--- src/rtl/push_blinker.sv ---
// Turns one-cycle push strobes into fixed-length LED blinks (on-time, then forced off-gap).
// Pushes that arrive during a blink are queued and replayed in order, up to the queue depth.
module push_blinker #(
  parameter int ON_CYCLES     = 12500000,
  parameter int OFF_CYCLES    = 12500000,
  parameter int PENDING_WIDTH = 3
) (
  input  logic                     clock,
  input  logic                     reset,
  input  logic                     push,
  input  logic                     clear,
  output logic                     led,
  output logic                     busy,
  output logic [PENDING_WIDTH-1:0] pending,
  output logic                     overflow
);

  localparam int MAX_CYC = (ON_CYCLES > OFF_CYCLES) ? ON_CYCLES : OFF_CYCLES;
  localparam int TW      = $clog2(MAX_CYC) + 1;

  localparam logic [TW-1:0]            ON_LOAD  = TW'(ON_CYCLES - 1);
  localparam logic [TW-1:0]            OFF_LOAD = TW'(OFF_CYCLES - 1);
  localparam logic [PENDING_WIDTH-1:0] PEND_MAX = '1;
  localparam logic [PENDING_WIDTH-1:0] PEND_ONE = PENDING_WIDTH'(1);

  typedef enum logic [1:0] {
    S_IDLE = 2'd0,
    S_ON   = 2'd1,
    S_OFF  = 2'd2
  } state_t;

  state_t                   state;
  logic [TW-1:0]            timer;
  logic                     off_done;
  logic [PENDING_WIDTH-1:0] pend_nxt;
  logic                     ovf_set;

  assign off_done = (state == S_OFF) && (timer == '0);

  // Queue bookkeeping. When the gap ends with work queued, a same-cycle push
  // cancels the dequeue; when it ends with nothing queued, that push starts
  // the next blink directly and never touches the queue.
  always_comb begin
    pend_nxt = pending;
    ovf_set  = 1'b0;
    if (state != S_IDLE) begin
      if (off_done) begin
        if (pending != '0 && !push) pend_nxt = pending - PEND_ONE;
      end else if (push) begin
        if (pending == PEND_MAX) ovf_set  = 1'b1;
        else                     pend_nxt = pending + PEND_ONE;
      end
    end
  end

  always_ff @(posedge clock or negedge reset) begin
    if (!reset) begin
      state    <= S_IDLE;
      timer    <= '0;
      led      <= 1'b0;
      busy     <= 1'b0;
      pending  <= '0;
      overflow <= 1'b0;
    end else if (clear) begin
      state    <= S_IDLE;
      timer    <= '0;
      led      <= 1'b0;
      busy     <= 1'b0;
      pending  <= '0;
      overflow <= 1'b0;
    end else begin
      pending <= pend_nxt;
      if (ovf_set) overflow <= 1'b1;
      case (state)
        S_IDLE: begin
          if (push) begin
            state <= S_ON;
            timer <= ON_LOAD;
            led   <= 1'b1;
            busy  <= 1'b1;
          end
        end
        S_ON: begin
          if (timer == '0) begin
            state <= S_OFF;
            timer <= OFF_LOAD;
            led   <= 1'b0;
          end else begin
            timer <= timer - TW'(1);
          end
        end
        S_OFF: begin
          if (timer == '0) begin
            if (pending != '0 || push) begin
              state <= S_ON;
              timer <= ON_LOAD;
              led   <= 1'b1;
            end else begin
              state <= S_IDLE;
              busy  <= 1'b0;
            end
          end else begin
            timer <= timer - TW'(1);
          end
        end
        default: begin
          state <= S_IDLE;
          timer <= '0;
          led   <= 1'b0;
          busy  <= 1'b0;
        end
      endcase
    end
  end

endmodule

--- config.mk ---
export PLATFORM = sky130hd
export DESIGN_NAME = push_blinker
export DESIGN_NICKNAME = d
export VERILOG_FILES = /design/src/rtl/push_blinker.sv
export SDC_FILE = /design/constraint.sdc
export NUM_CORES = 1
export LEC_CHECK = 0
export BUFFER_PORTS_ARGS = -buffer_cell sky130_fd_sc_hd__buf_2
export CAP_MARGIN = 30
export CORE_ASPECT_RATIO = 1.5
export CORE_UTILIZATION = 61
export DETAILED_ROUTE_END_ITERATION = 12
export PLACE_DENSITY = 0.87
export SLEW_MARGIN = 30
export SYNTH_ARGS = -nofsm -noshare
export SYNTH_HDL_FRONTEND = slang
export SYNTH_SLANG_ARGS = --single-unit
--- constraint.sdc ---
create_clock -name clock -period 2.91 [get_ports clock]
set_input_delay 0.582 -clock clock [delete_from_list [all_inputs] [get_ports clock]]
set_output_delay 0.582 -clock clock [all_outputs]
set_load 0.01 [all_outputs]
==> insert_results.sql, run 1 <==
INSERT INTO impl_metrics (metric_group, metric, value, unit) VALUES
('route', 'drcViolationCount', '0', ''),
('synthesis', 'area_contributors_post_synth', 'sky130_fd_sc_hd__dfrtp_1, sky130_fd_sc_hd__o21ai_0, sky130_fd_sc_hd__nor3_1', ''),
('route', 'route.vias.total', '2156', ''),
('timing', 'worst_slew_margin_rel', '0.498', ''),
('global_routing', 'antenna_violations_before_repair', '0', ''),
('cells_and_area', 'sequential_cell_area', '826', 'sq um'),
('synthesis', 'syn-cell-area', '0.00224', 'sq mm'),
('route', 'final_antenna_net_count', '0', ''),
('power_and_ir_drop', 'p_total', '2.19', 'mW'),
('synthesis', 'synth_cell_type_count', '63', ''),
('clock_network', 'cts_hold_buffers', '0', ''),
('worst_setup_path', 'critical_path.startpoint_type', 'flop', ''),
('worst_setup_path', 'cp-end-kind', 'flop', ''),
('cells_and_area', 'final_cell_mix', 'sky130_fd_sc_hd__dfrtp_1, sky130_fd_sc_hd__nor2_1, sky130_fd_sc_hd__o21ai_0', ''),
('route', 'firstDrtPassIters', '5', ''),
('worst_setup_path', 'crit_path_top_delay_cell', 'sky130_fd_sc_hd__nor3_1', ''),
('synthesis', 'synth_edf_count', '0', ''),
('timing', 'fin_setup_tns', '0', 'ps'),
('die', 'die-area', '0.00393', 'sq mm'),
('timing', 'slew_violations', '0', ''),
('synthesis', 'synth_area_leader_cell', 'sky130_fd_sc_hd__dfrtp_1', ''),
('synthesis', 'seq_area_frac_synth', '0.369', ''),
('clock_network', 'post_cts_buffers', '0', ''),
('cells_and_area', 'most_frequent_standard_cell_in_the_layout_excluding_fill_and_tap_cells', 'sky130_fd_sc_hd__dfrtp_1', ''),
('synthesis', 'async_reset_ff_frac', '1.00', ''),
('timing', 'worst_slew_pin_slew', '752', 'ps'),
('worst_setup_path', 'worstReg2RegEnd', 'pending[2]', ''),
('placed_design', 'post_dp_cell_area', '0.00236', 'sq mm'),
('clock_network', 'cts_tree', 'yes', ''),
('worst_setup_path', 'worstPathCellList', 'nor3_1 -> nand2_1 -> nor3_2 -> fa_1 -> nand2b_1 -> a21oi_1 -> mux2i_1 -> o32ai_1', ''),
('worst_setup_path', 'timing.critical_path.max_delay_family', 'simple AND/OR/NAND/NOR gates', ''),
('die', 'die-height', '76.2', 'um'),
('placed_design', 'detailedPlacementHpwl', '4170', 'um'),
('worst_setup_path', 'critical_path_buf_inv_count', '0', ''),
('cells_and_area', 'antenna_cells', '0', ''),
('die', 'placeableCoreArea', '0.00345', 'sq mm'),
('worst_setup_path', 'worst_path_largest_cell_delay', '500', 'ps'),
('worst_setup_path', 'critPathMaxFanout', '6', ''),
('flow_run', 'maxCapViolations', '0', ''),
('worst_setup_path', 'worstReg2RegStart', 'timer[11]', ''),
('synthesis', 'synth_top_area_frac', '0.369', ''),
('synthesis', 'syn_area_per_cell', '8.93', 'sq um'),
('cells_and_area', 'fill_cells', '273', ''),
('timing', 'min_period_over_period', '0.866', ''),
('route', 'wire_per_inst', '18.4', 'um'),
('worst_setup_path', 'setup.reg_to_reg.worst_slack', '390', 'ps'),
('worst_setup_path', 'worst-r2r-cell-count', '8', ''),
('clock_network', 'insertion_delay', '290', 'ps'),
('timing', 'finalClockSkew', '5.03', 'ps'),
('die', 'rows', '26', ''),
('cells_and_area', 'post_route_cells_drive_above_1_share', '0.175', ''),
('route', 'route.final.wire_length', '5720', 'um'),
('timing', 'rsz0062_at_grt', 'no', ''),
('clock_network', 'clock-root-buffer', 'sky130_fd_sc_hd__clkbuf_8', ''),
('power_and_ir_drop', 'vdd_ir_max', '566', 'uV'),
('placed_design', 'routability_congestion', '1.01', ''),
('die', 'fp.dieW', '51.5', 'um'),
('clock_network', 'post_cts_resize_count', '0', ''),
('clock_network', 'cts_buffer_depth', '2', ''),
('run_status', 'result_of_the_run', 'completed', ''),
('timing', 'report.final.setup_viol', '0', ''),
('clock_network', 'clkSinkCount', '33', ''),
('global_routing', 'overflow', '0', ''),
('clock_network', 'cts_made_buffers', '5', ''),
('route', 'vias_per_cell', '6.93', ''),
('synthesis', 'post_synth_inst_count', '251', ''),
('timing', 'final.min_clock_period', '2520', 'ps'),
('cells_and_area', 'syn_to_final_growth', '9.27', '%'),
('clock_network', 'path_clk_slew', '70', 'ps'),
('route', 'first_iter_violations', '135', ''),
('worst_setup_path', 'worst-endpoint-required', '3100', 'ps');
logic make-up after synthesis:
logic type      after synthesis  share of synthesized area
xor+xnor                      1                    0.00391
mux                           7                     0.0329
buf+inv                      21                     0.0447
compound gates               84                      0.266
fa+ha+maj                     6                     0.0369
simple gates                 99                      0.247
flops                        33                      0.369
where the power goes:
group | internal, mW | switching, mW
combinational | 0.436 | 0.634
clock | 0.165 | 0.182
sequential | 0.598 | 0.180
Yosys cell counts, types with 4 or more instances:
cell type                   n
sky130_fd_sc_hd__ha_1       5
sky130_fd_sc_hd__mux2i_1    4
sky130_fd_sc_hd__a31oi_1    6
sky130_fd_sc_hd__o22a_1     4
sky130_fd_sc_hd__nand2b_1   7
sky130_fd_sc_hd__nand3_1    9
sky130_fd_sc_hd__a21oi_1   15
sky130_fd_sc_hd__inv_1     10
sky130_fd_sc_hd__o21ai_0   20
sky130_fd_sc_hd__nand2_1   16
sky130_fd_sc_hd__nor2_1    20
sky130_fd_sc_hd__clkbuf_1   4
sky130_fd_sc_hd__dfrtp_1   33
sky130_fd_sc_hd__nor3_1    17
sky130_fd_sc_hd__a41oi_1    5
sky130_fd_sc_hd__nor4_1     9
routing by layer:
metal  share of wire  routed length [um]  up-vias  global-route usage
li1                -                   -      997                   -
met1            0.38                2180     1019               0.388
met2            0.50                2880      115               0.555
met3           0.074                 426       25              0.0619
met4           0.041                 232        0               0.162
met5               0                   0        -                   0
how the worst max path moves through the flow:
stage                 end  slack [ps]       from  depth (start not counted)
6_report       pending[2]         390  timer[11]                          8
5_1_grt         timer[21]         240   timer[0]                          8
4_1_cts        pending[2]         420   timer[0]                         11
3_5_place_dp   pending[2]         450   timer[0]                         11
3_3_place_gp   pending[2]         500   timer[0]                         11
2_1_floorplan  pending[2]         470   timer[0]                         10
area by class of cell:
class                           count  share of cell area
Timing Repair Buffer               20              0.0521
Inverter                           11              0.0169
Clock buffer                        5              0.0281
Multi-Input combinational cell    197               0.537
Sequential cell                    33               0.337
Tap cell                           42              0.0215
Clock inverter                      3             0.00715
registers in the layout, summed over array words and instances, names as in the netlist:
name,flops
state,2
pending,3
busy,1
led,1
timer,25
overflow,1
worst register-to-register path: cells and delay by family (launching register included):
family	cells	cell delay (ps)
muxes	1	90
and+or+nand+nor	4	1210
DFF	1	440
AOI/OAI and AO/OA	2	390
adders and majority gates	1	300
through the flow:
| step | util | hold WS (ps) | std cells | setup WS, ps |
|---|---|---|---|---|
| after floorplan | - | 286 | 251 | 471 |
| after global placement | 0.685 | 480 | 303 | 499 |
| after detailed placement | 0.685 | 491 | 303 | 454 |
| after CTS | 0.710 | 382 | 311 | 419 |
| after global routing | 0.710 | 415 | 311 | 242 |
| final | 0.710 | 348 | 311 | 391 |
Note: power is estimated with default switching activity, not from simulation.
==> run 2, diff against run 1 <==
--- a/config.mk
+++ b/config.mk
@@ -5,12 +5,13 @@
 export SDC_FILE = /design/constraint.sdc
 export NUM_CORES = 1
 export LEC_CHECK = 0
+export ABC_AREA = 1
 export BUFFER_PORTS_ARGS = -buffer_cell sky130_fd_sc_hd__buf_2
 export CAP_MARGIN = 30
 export CORE_ASPECT_RATIO = 1.5
-export CORE_UTILIZATION = 61
+export CORE_UTILIZATION = 62
 export DETAILED_ROUTE_END_ITERATION = 12
-export PLACE_DENSITY = 0.87
+export PLACE_DENSITY = 0.76
 export SLEW_MARGIN = 30
 export SYNTH_ARGS = -nofsm -noshare
 export SYNTH_HDL_FRONTEND = slang
==> run 2 against run 1 <==
First-iteration DRC count decreased by 40%. Routed wire length increased by 1.5%. Clock power increased by 15%. Global-route usage decreased by 0.84 points. Die area increased by 6.8%. Synthesized cell count increased by 48%. Clock skew decreased by 0.51 ps. Cell area increased by 7.1%. Core utilization decreased by 0.47 points.
==> insert_results.sql, run 2 <==
INSERT INTO impl_metrics (metric_group, metric, value, unit) VALUES
('run_status', 'result_of_the_run', 'completed', ''),
('timing', 'worst_slew_margin_rel', '0.479', ''),
('die', 'placeableCoreArea', '0.00372', 'sq mm'),
('timing', 'fin_setup_tns', '0', 'ps'),
('die', 'top_level_ports', '10', ''),
('global_routing', 'antenna_violations_before_repair', '0', ''),
('synthesis', 'syn-cell-area', '0.00244', 'sq mm'),
('timing', 'hold_violations', '0', ''),
('synthesis', 'async_reset_ff_frac', '1.00', ''),
('min_path', 'min-delay-path-class', 'in2async', ''),
('worst_setup_path', 'worst-endpoint-required', '3100', 'ps'),
('cells_and_area', 'finish.utilization', '0.705', ''),
('worst_setup_path', 'cp.arrival', '2590', 'ps'),
('power_and_ir_drop', 'power.density_cell_area', '776', 'mW/mm^2'),
('power_and_ir_drop', 'power_switching_share', '0.460', ''),
('power_and_ir_drop', 'seq_power_share', '0.337', ''),
('timing', 'slew_violations', '0', ''),
('cells_and_area', 'post_route_cells_drive_above_1_share', '0.111', ''),
('cells_and_area', 'most_frequent_standard_cell_in_the_layout_excluding_fill_and_tap_cells', 'sky130_fd_sc_hd__nand2_1', ''),
('global_routing', 'grt_use_total', '0.321', ''),
('synthesis', 'synth-warning-count', '0', ''),
('route', 'route.vias.total', '2290', ''),
('route', 'firstDrtPassIters', '4', ''),
('worst_setup_path', 'critical_path.startpoint_type', 'flop', ''),
('clock_network', 'post_cts_buffers', '0', ''),
('clock_network', 'cts_tree', 'yes', ''),
('power_and_ir_drop', 'vdd_ir_max', '654', 'uV'),
('clock_network', 'path_clk_slew', '70', 'ps'),
('synthesis', 'synth_top_area_frac', '0.339', ''),
('synthesis', 'area_contributors_post_synth', 'sky130_fd_sc_hd__dfrtp_1, sky130_fd_sc_hd__nand2_1, sky130_fd_sc_hd__inv_1', ''),
('placed_design', 'placement.setup.worst_slack', '537', 'ps'),
('global_routing', 'grt_pass1_wl', '9720', 'um'),
('synthesis', 'netlist_top_cells_count', 'sky130_fd_sc_hd__nand2_1, sky130_fd_sc_hd__inv_1, sky130_fd_sc_hd__nor2_1', ''),
('synthesis', 'syn_area_per_cell', '6.55', 'sq um'),
('worst_setup_path', 'criticalPathCategory', 'reg2reg', ''),
('worst_setup_path', 'critPathMaxFanout', '5', ''),
('route', 'wire_per_inst', '13.5', 'um'),
('global_routing', 'grt_pass1_vias', '2194', ''),
('die', 'die-height', '78.8', 'um'),
('flow_run', 'maxCapViolations', '0', ''),
('timing', 'final.min_clock_period', '2400', 'ps'),
('worst_setup_path', 'cp-end-kind', 'flop', ''),
('global_routing', 'overflow', '0', ''),
('route', 'first_iter_violations', '81', ''),
('cells_and_area', 'regMostFlops', 'timer', ''),
('synthesis', 'post_synth_inst_count', '372', ''),
('timing', 'timing.fmax', '416', 'MHz'),
('global_routing', 'grt_start_max_net_pins', '34', ''),
('route', 'final_antenna_net_count', '0', ''),
('timing', 'finalClockSkew', '4.52', 'ps'),
('synthesis', 'synth_area_leader_cell', 'sky130_fd_sc_hd__dfrtp_1', ''),
('clock_network', 'htreeDepth', '2', ''),
('timing', 'report.final.setup_viol', '0', ''),
('synthesis', 'synth_edf_count', '0', ''),
('power_and_ir_drop', 'net-switching-power', '0.937', 'mW'),
('synthesis', 'synth_cell_type_count', '35', ''),
('clock_network', 'clkSinkCount', '33', ''),
('clock_network', 'insertion_delay', '290', 'ps'),
('route', 'route.final.wire_length', '5810', 'um'),
('synthesis', 'seq_area_frac_synth', '0.339', ''),
('timing', 'worst_slew_pin_slew', '781', 'ps'),
('clock_network', 'cts_made_buffers', '5', ''),
('cells_and_area', 'largest_register_ff_count', '25', ''),
('cells_and_area', 'final_cell_mix', 'sky130_fd_sc_hd__nand2_1, sky130_fd_sc_hd__inv_1, sky130_fd_sc_hd__nor2_1', ''),
('synthesis', 'synth_most_common_cell', 'sky130_fd_sc_hd__nand2_1', ''),
('timing', 'rsz0062_at_grt', 'no', ''),
('clock_network', 'post_cts_resize_count', '0', ''),
('clock_network', 'cts_hold_buffers', '0', ''),
('die', 'floorplan.initialDensity', '0.656', ''),
('clock_network', 'cts_buffer_depth', '2', ''),
('synthesis', 'ys_ff_latch', '33', ''),
('timing', 'hold_slack', '366', 'ps'),
('cells_and_area', 'total_number_of_nets_in_the_final_design', '395', ''),
('power_and_ir_drop', 'static-leakage-power', '1.44', 'nW'),
('cells_and_area', 'reg_top3', 'timer (25), pending (3), state (2)', ''),
('die', 'rows', '27', ''),
('route', 'vias_per_cell', '5.34', ''),
('timing', 'fin_ws', '506', 'ps'),
('cells_and_area', 'antenna_cells', '0', ''),
('die', 'fp.dieW', '53.2', 'um'),
('power_and_ir_drop', 'clockPowerShare', '0.196', ''),
('power_and_ir_drop', 'pwr-share-comb', '0.467', ''),
('placed_design', 'io_buffers', '9', ''),
('synthesis', 'syn-num-nets', '382', ''),
('timing', 'min_period_over_period', '0.826', ''),
('die', 'die-area', '0.00419', 'sq mm'),
('route', 'drcViolationCount', '0', ''),
('clock_network', 'clock-root-buffer', 'sky130_fd_sc_hd__clkbuf_8', ''),
('placed_design', 'routability_congestion', '0.846', ''),
('cells_and_area', 'syn_to_final_growth', '7.55', '%'),
('placed_design', 'detailedPlacementHpwl', '4280', 'um'),
('power_and_ir_drop', 'intPower', '1.10', 'mW'),
('synthesis', 'postSynth.topFlopCell', 'sky130_fd_sc_hd__dfrtp_1', '');
## run 2: cell types whose count changed in the layout (fill, tap and decap cells not counted), moves of 8 or more
cell and delta:
sky130_fd_sc_hd__a21oi_1 -10, sky130_fd_sc_hd__nand2_1 +106, sky130_fd_sc_hd__nor2_1 +30, sky130_fd_sc_hd__nand3_1 +22, sky130_fd_sc_hd__inv_1 +42, sky130_fd_sc_hd__nor3_1 -14, sky130_fd_sc_hd__o21ai_1 +8, sky130_fd_sc_hd__nor4_1 -8
sky130_fd_sc_hd__buf_4 -9
## run 2: final cells by class
| cell class | instances | area, sq um |
|---|---|---|
| Clock buffer | 7 | 96.3 |
| Clock inverter | 1 | 5.00 |
| Inverter | 56 | 215 |
| Timing Repair Buffer | 11 | 60.1 |
| Tap cell | 43 | 53.8 |
| Fill cell | 338 | 1090 |
| Multi-Input combinational cell | 278 | 1370 |
| Sequential cell | 33 | 826 |
## run 2: cells by family (layout without fill, tap and decap cells)
logic type / after synthesis / in the layout / share of synthesized area
and+or+nand+nor: 235 / 235 / 0.438
buffers and inverters: 61 / 75 / 0.101
DFF: 33 / 33 / 0.339
AOI/OAI and AO/OA: 31 / 31 / 0.0662
adders and majority gates: 6 / 6 / 0.0339
xor gates and xnor gates: 6 / 6 / 0.0216
## run 2: metal layers
layer / track usage / vias to the layer above / share of wire
li1: - / 1176 / -
met1: 0.347 / 1044 / 0.42
met2: 0.585 / 56 / 0.52
met3: 0.0517 / 14 / 0.035
met4: 0.145 / 0 / 0.024
met5: 0 / - / 0
## run 2: critical path: stages (launching register included)
cell and delay, ps:
sky130_fd_sc_hd__dfrtp_1 360, sky130_fd_sc_hd__inv_1 100, sky130_fd_sc_hd__ha_1 280, sky130_fd_sc_hd__nand2_4 100, sky130_fd_sc_hd__nor2_8 160, sky130_fd_sc_hd__nand2_1 120
sky130_fd_sc_hd__nor2_1 220, sky130_fd_sc_hd__nand2_1 140, sky130_fd_sc_hd__nor2_1 140, sky130_fd_sc_hd__fa_1 200, sky130_fd_sc_hd__xor2_1 180, sky130_fd_sc_hd__inv_1 50
sky130_fd_sc_hd__nand3_1 70, sky130_fd_sc_hd__nand2_1 50, sky130_fd_sc_hd__nand4_1 80, sky130_fd_sc_hd__nand2_1 50
## run 2: final timing paths
path	start	to	slack, ps	cells past startpoint
setup reg to reg	timer[0]	pending[2]	510	15
setup / recovery	timer[0]	pending[2]	510	15
max in group asynchronous	reset	timer[20]	2050	1
min in group clock	led	led	500	2
hold reg to reg	led	led	500	2
hold / removal	reset	led	370	1
## run 2: power groups by stage
stage	Combinational [mW]	Clock (mW)	Sequential, mW
floorplan	0.732	0	0.671
global placement	0.921	0	0.692
detailed placement	0.944	0	0.693
CTS	0.951	0.398	0.685
global route	1.10	0.410	0.698
finish	0.950	0.398	0.687
## run 2: through the flow
stage          area, sq um  power [mW]  instances
6_report              2620        2.03        429
3_5_place_dp          2520        1.64        421
2_1_floorplan         2440        1.40        372
5_1_grt               2620        2.21        429
4_1_cts               2620        2.03        429
3_3_place_gp          2520        1.61        421
==> run 3, diff against run 2 <==
--- a/config.mk
+++ b/config.mk
@@ -5,13 +5,13 @@
 export SDC_FILE = /design/constraint.sdc
 export NUM_CORES = 1
 export LEC_CHECK = 0
-export ABC_AREA = 1
+export ABC_AREA = 0
 export BUFFER_PORTS_ARGS = -buffer_cell sky130_fd_sc_hd__buf_2
 export CAP_MARGIN = 30
 export CORE_ASPECT_RATIO = 1.5
-export CORE_UTILIZATION = 62
+export CORE_UTILIZATION = 55
 export DETAILED_ROUTE_END_ITERATION = 12
-export PLACE_DENSITY = 0.76
+export PLACE_DENSITY = 0.71
 export SLEW_MARGIN = 30
 export SYNTH_ARGS = -nofsm -noshare
 export SYNTH_HDL_FRONTEND = slang
==> constraint.sdc (replaced) <==
create_clock -name clock -period 2 [get_ports clock]
set_input_delay 0.4 -clock clock [delete_from_list [all_inputs] [get_ports clock]]
set_output_delay 0.4 -clock clock [all_outputs]
set_load 0.01 [all_outputs]
==> run 3 against run 2 <==
The run now ends with setup timing left. Core utilization increased by 17 points. Global-route usage is 7.1 points higher. Worst hold slack worse by 180 ps.
==> insert_results.sql, run 3 (synthesis results as in run 1) <==
INSERT INTO impl_metrics (metric_group, metric, value, unit) VALUES
('placed_design', 'post_dp_cell_area', '0.00285', 'sq mm'),
('clock_network', 'path_clk_slew', '80', 'ps'),
('route', 'first_iter_violations', '214', ''),
('die', 'placeableCoreArea', '0.00392', 'sq mm'),
('timing', 'rsz0062_at_grt', 'yes', ''),
('power_and_ir_drop', 'power.density_cell_area', '1390', 'mW/mm^2'),
('power_and_ir_drop', 'static-leakage-power', '1.56', 'nW'),
('route', 'route.vias.total', '2750', ''),
('placed_design', 'detailedPlacementHpwl', '5250', 'um'),
('clock_network', 'htreeDepth', '2', ''),
('worst_setup_path', 'critPathMaxFanout', '4', ''),
('worst_setup_path', 'worst_path_largest_cell_delay', '410', 'ps'),
('clock_network', 'cts_tree', 'yes', ''),
('cells_and_area', 'final_cells', '386', ''),
('route', 'route.final.wire_length', '9650', 'um'),
('timing', 'timing.fmax', '446', 'MHz'),
('clock_network', 'clock-root-buffer', 'sky130_fd_sc_hd__clkbuf_8', ''),
('worst_setup_path', 'worstPathCellList', 'inv_2 -> ha_4 -> nor4b_4 -> buf_4 -> nand4_4 -> nor3_4 -> fa_2 -> nand2b_1 -> a21oi_1 -> mux2i_1 -> o32ai_1', ''),
('global_routing', 'groute.layer.met2.usage', '0.643', ''),
('die', 'die-height', '80.2', 'um'),
('timing', 'report.final.setup_viol', '30', ''),
('min_path', 'min-delay-path-class', 'in2async', ''),
('timing', 'hold_slack', '183', 'ps'),
('timing', 'slew_violations', '0', ''),
('global_routing', 'grt_pass1_vias', '2506', ''),
('cells_and_area', 'reg_top3', 'timer (25), pending (3), state (2)', ''),
('cells_and_area', 'final_cell_mix', 'sky130_fd_sc_hd__buf_4, sky130_fd_sc_hd__dfrtp_1, sky130_fd_sc_hd__nor2_1', ''),
('worst_setup_path', 'cp-end-kind', 'flop', ''),
('global_routing', 'grt_use_total', '0.392', ''),
('timing', 'worst_slew_margin_rel', '0.472', ''),
('die', 'fp.dieW', '54.1', 'um'),
('global_routing', 'grt_pass1_wl', '12000', 'um'),
('cells_and_area', 'total_number_of_nets_in_the_final_design', '350', ''),
('global_routing', 'global_route.usage.met3', '0.0871', ''),
('placed_design', 'io_buffers', '9', ''),
('run_status', 'result_of_the_run', 'finished with violations', ''),
('clock_network', 'clkSinkCount', '33', ''),
('clock_network', 'cts_made_buffers', '5', ''),
('route', 'wire_per_inst', '25.0', 'um'),
('worst_setup_path', 'setup.reg_to_reg.worst_slack', '-240', 'ps'),
('clock_network', 'cts_buffer_depth', '2', ''),
('placed_design', 'placement.setup.worst_slack', '-170', 'ps'),
('clock_network', 'insertion_delay', '290', 'ps'),
('cells_and_area', 'syn_to_final_growth', '53.4', '%'),
('timing', 'min_period_over_period', '1.12', ''),
('global_routing', 'grt_use_met1', '0.416', ''),
('timing', 'worst_slew_pin_slew', '792', 'ps'),
('global_routing', 'grt-busiest-layer', 'met2', ''),
('worst_setup_path', 'criticalPathCategory', 'reg2reg', ''),
('timing', 'hold_violations', '0', ''),
('global_routing', 'grt_start_max_net_pins', '34', ''),
('cells_and_area', 'largest_register_ff_count', '25', ''),
('power_and_ir_drop', 'vdd_ir_max', '1020', 'uV'),
('route', 'vias_per_cell', '7.12', ''),
('cells_and_area', 'most_frequent_standard_cell_in_the_layout_excluding_fill_and_tap_cells', 'sky130_fd_sc_hd__buf_4', ''),
('cells_and_area', 'layout.cell_area.non_filler', '0.00344', 'sq mm'),
('route', 'final_antenna_net_count', '0', ''),
('worst_setup_path', 'critical_path.startpoint_type', 'flop', ''),
('route', 'drcViolationCount', '0', ''),
('route', 'firstDrtPassIters', '5', ''),
('timing', 'fin_ws', '-242', 'ps'),
('run_status', 'failing_checks', 'setup timing', ''),
('worst_setup_path', 'cp.arrival', '2430', 'ps'),
('global_routing', 'overflow', '0', ''),
('cells_and_area', 'antenna_cells', '0', ''),
('die', 'die-area', '0.00434', 'sq mm'),
('die', 'rows', '28', ''),
('timing', 'final.min_clock_period', '2240', 'ps'),
('cells_and_area', 'post_route_cells_drive_above_1_share', '0.478', ''),
('placed_design', 'placedCellCount', '362', ''),
('worst_setup_path', 'crit_path_top_delay_cell', 'sky130_fd_sc_hd__dfrtp_1', ''),
('die', 'top_level_ports', '10', ''),
('timing', 'finalClockSkew', '6.94', 'ps'),
('worst_setup_path', 'critical_path_buf_inv_count', '2', ''),
('clock_network', 'cts_hold_buffers', '0', ''),
('die', 'floorplan.initialDensity', '0.571', ''),
('global_routing', 'antenna_violations_before_repair', '0', ''),
('worst_setup_path', 'worst-endpoint-required', '2190', 'ps'),
('flow_run', 'maxCapViolations', '0', ''),
('worst_setup_path', 'timing.critical_path.max_delay_family', 'simple AND/OR/NAND/NOR gates', ''),
('cells_and_area', 'regMostFlops', 'timer', ''),
('placed_design', 'routability_congestion', '0.953', '');
-- run 3: cell types whose count changed in the layout (fill, tap and decap cells not counted), sizes merged, moves of 7 or more --
cell    change
nand2     -114
buf        +79
inv        -46
nor2       -40
nand3      -22
nor3       +14
a21oi      +11
nor4        +9
nand2b      +7
-- run 3: layout make-up --
type / count / area, sq um
clock buffer: 7 / 96.3
clock inverter: 1 / 5.00
sequential: 33 / 828
fill: 180 / 485
tap: 45 / 56.3
multi-input combinational: 197 / 1650
timing repair buffer: 92 / 766
inverter: 11 / 41.3
-- run 3: path summary, 6_finish.rpt --
check,cells past startpoint,start,end
max,11,timer[1],pending[2]
min,1,reset,timer[10]
max reg2reg,11,timer[1],pending[2]
min reg2reg,1,timer[24],timer[24]
max in group asynchronous,1,reset,timer[2]
min in group clock,1,timer[24],timer[24]
-- run 3: through the flow --
step	power [mW]	util	TNS, ps
6_report	4.77	0.876	-3750
4_1_cts	4.17	0.794	-215
3_3_place_gp	3.32	0.727	-942
5_1_grt	4.95	0.876	-5320
2_1_floorplan	2.26	-	-636
3_5_place_dp	3.36	0.727	-1480
-- run 3: routing by layer --
metal,routed length [um],share of wire
met1,3140,0.33
met2,4850,0.50
met3,797,0.083
met4,862,0.089
met5,0,0
-- run 3: timing repair --
item,CTS,global route
gates cloned,0,3
gates resized for setup,33,51
setup buffers,3,10
pin swaps,9,19
setup endpoints to repair,27,29
-- run 3: power by group --
| group | switching [mW] | internal [mW] |
|---|---|---|
| Sequential | 0.226 | 0.874 |
| Combinational | 1.65 | 1.44 |
| Clock | 0.264 | 0.311 |
| Total | 2.14 | 2.63 |
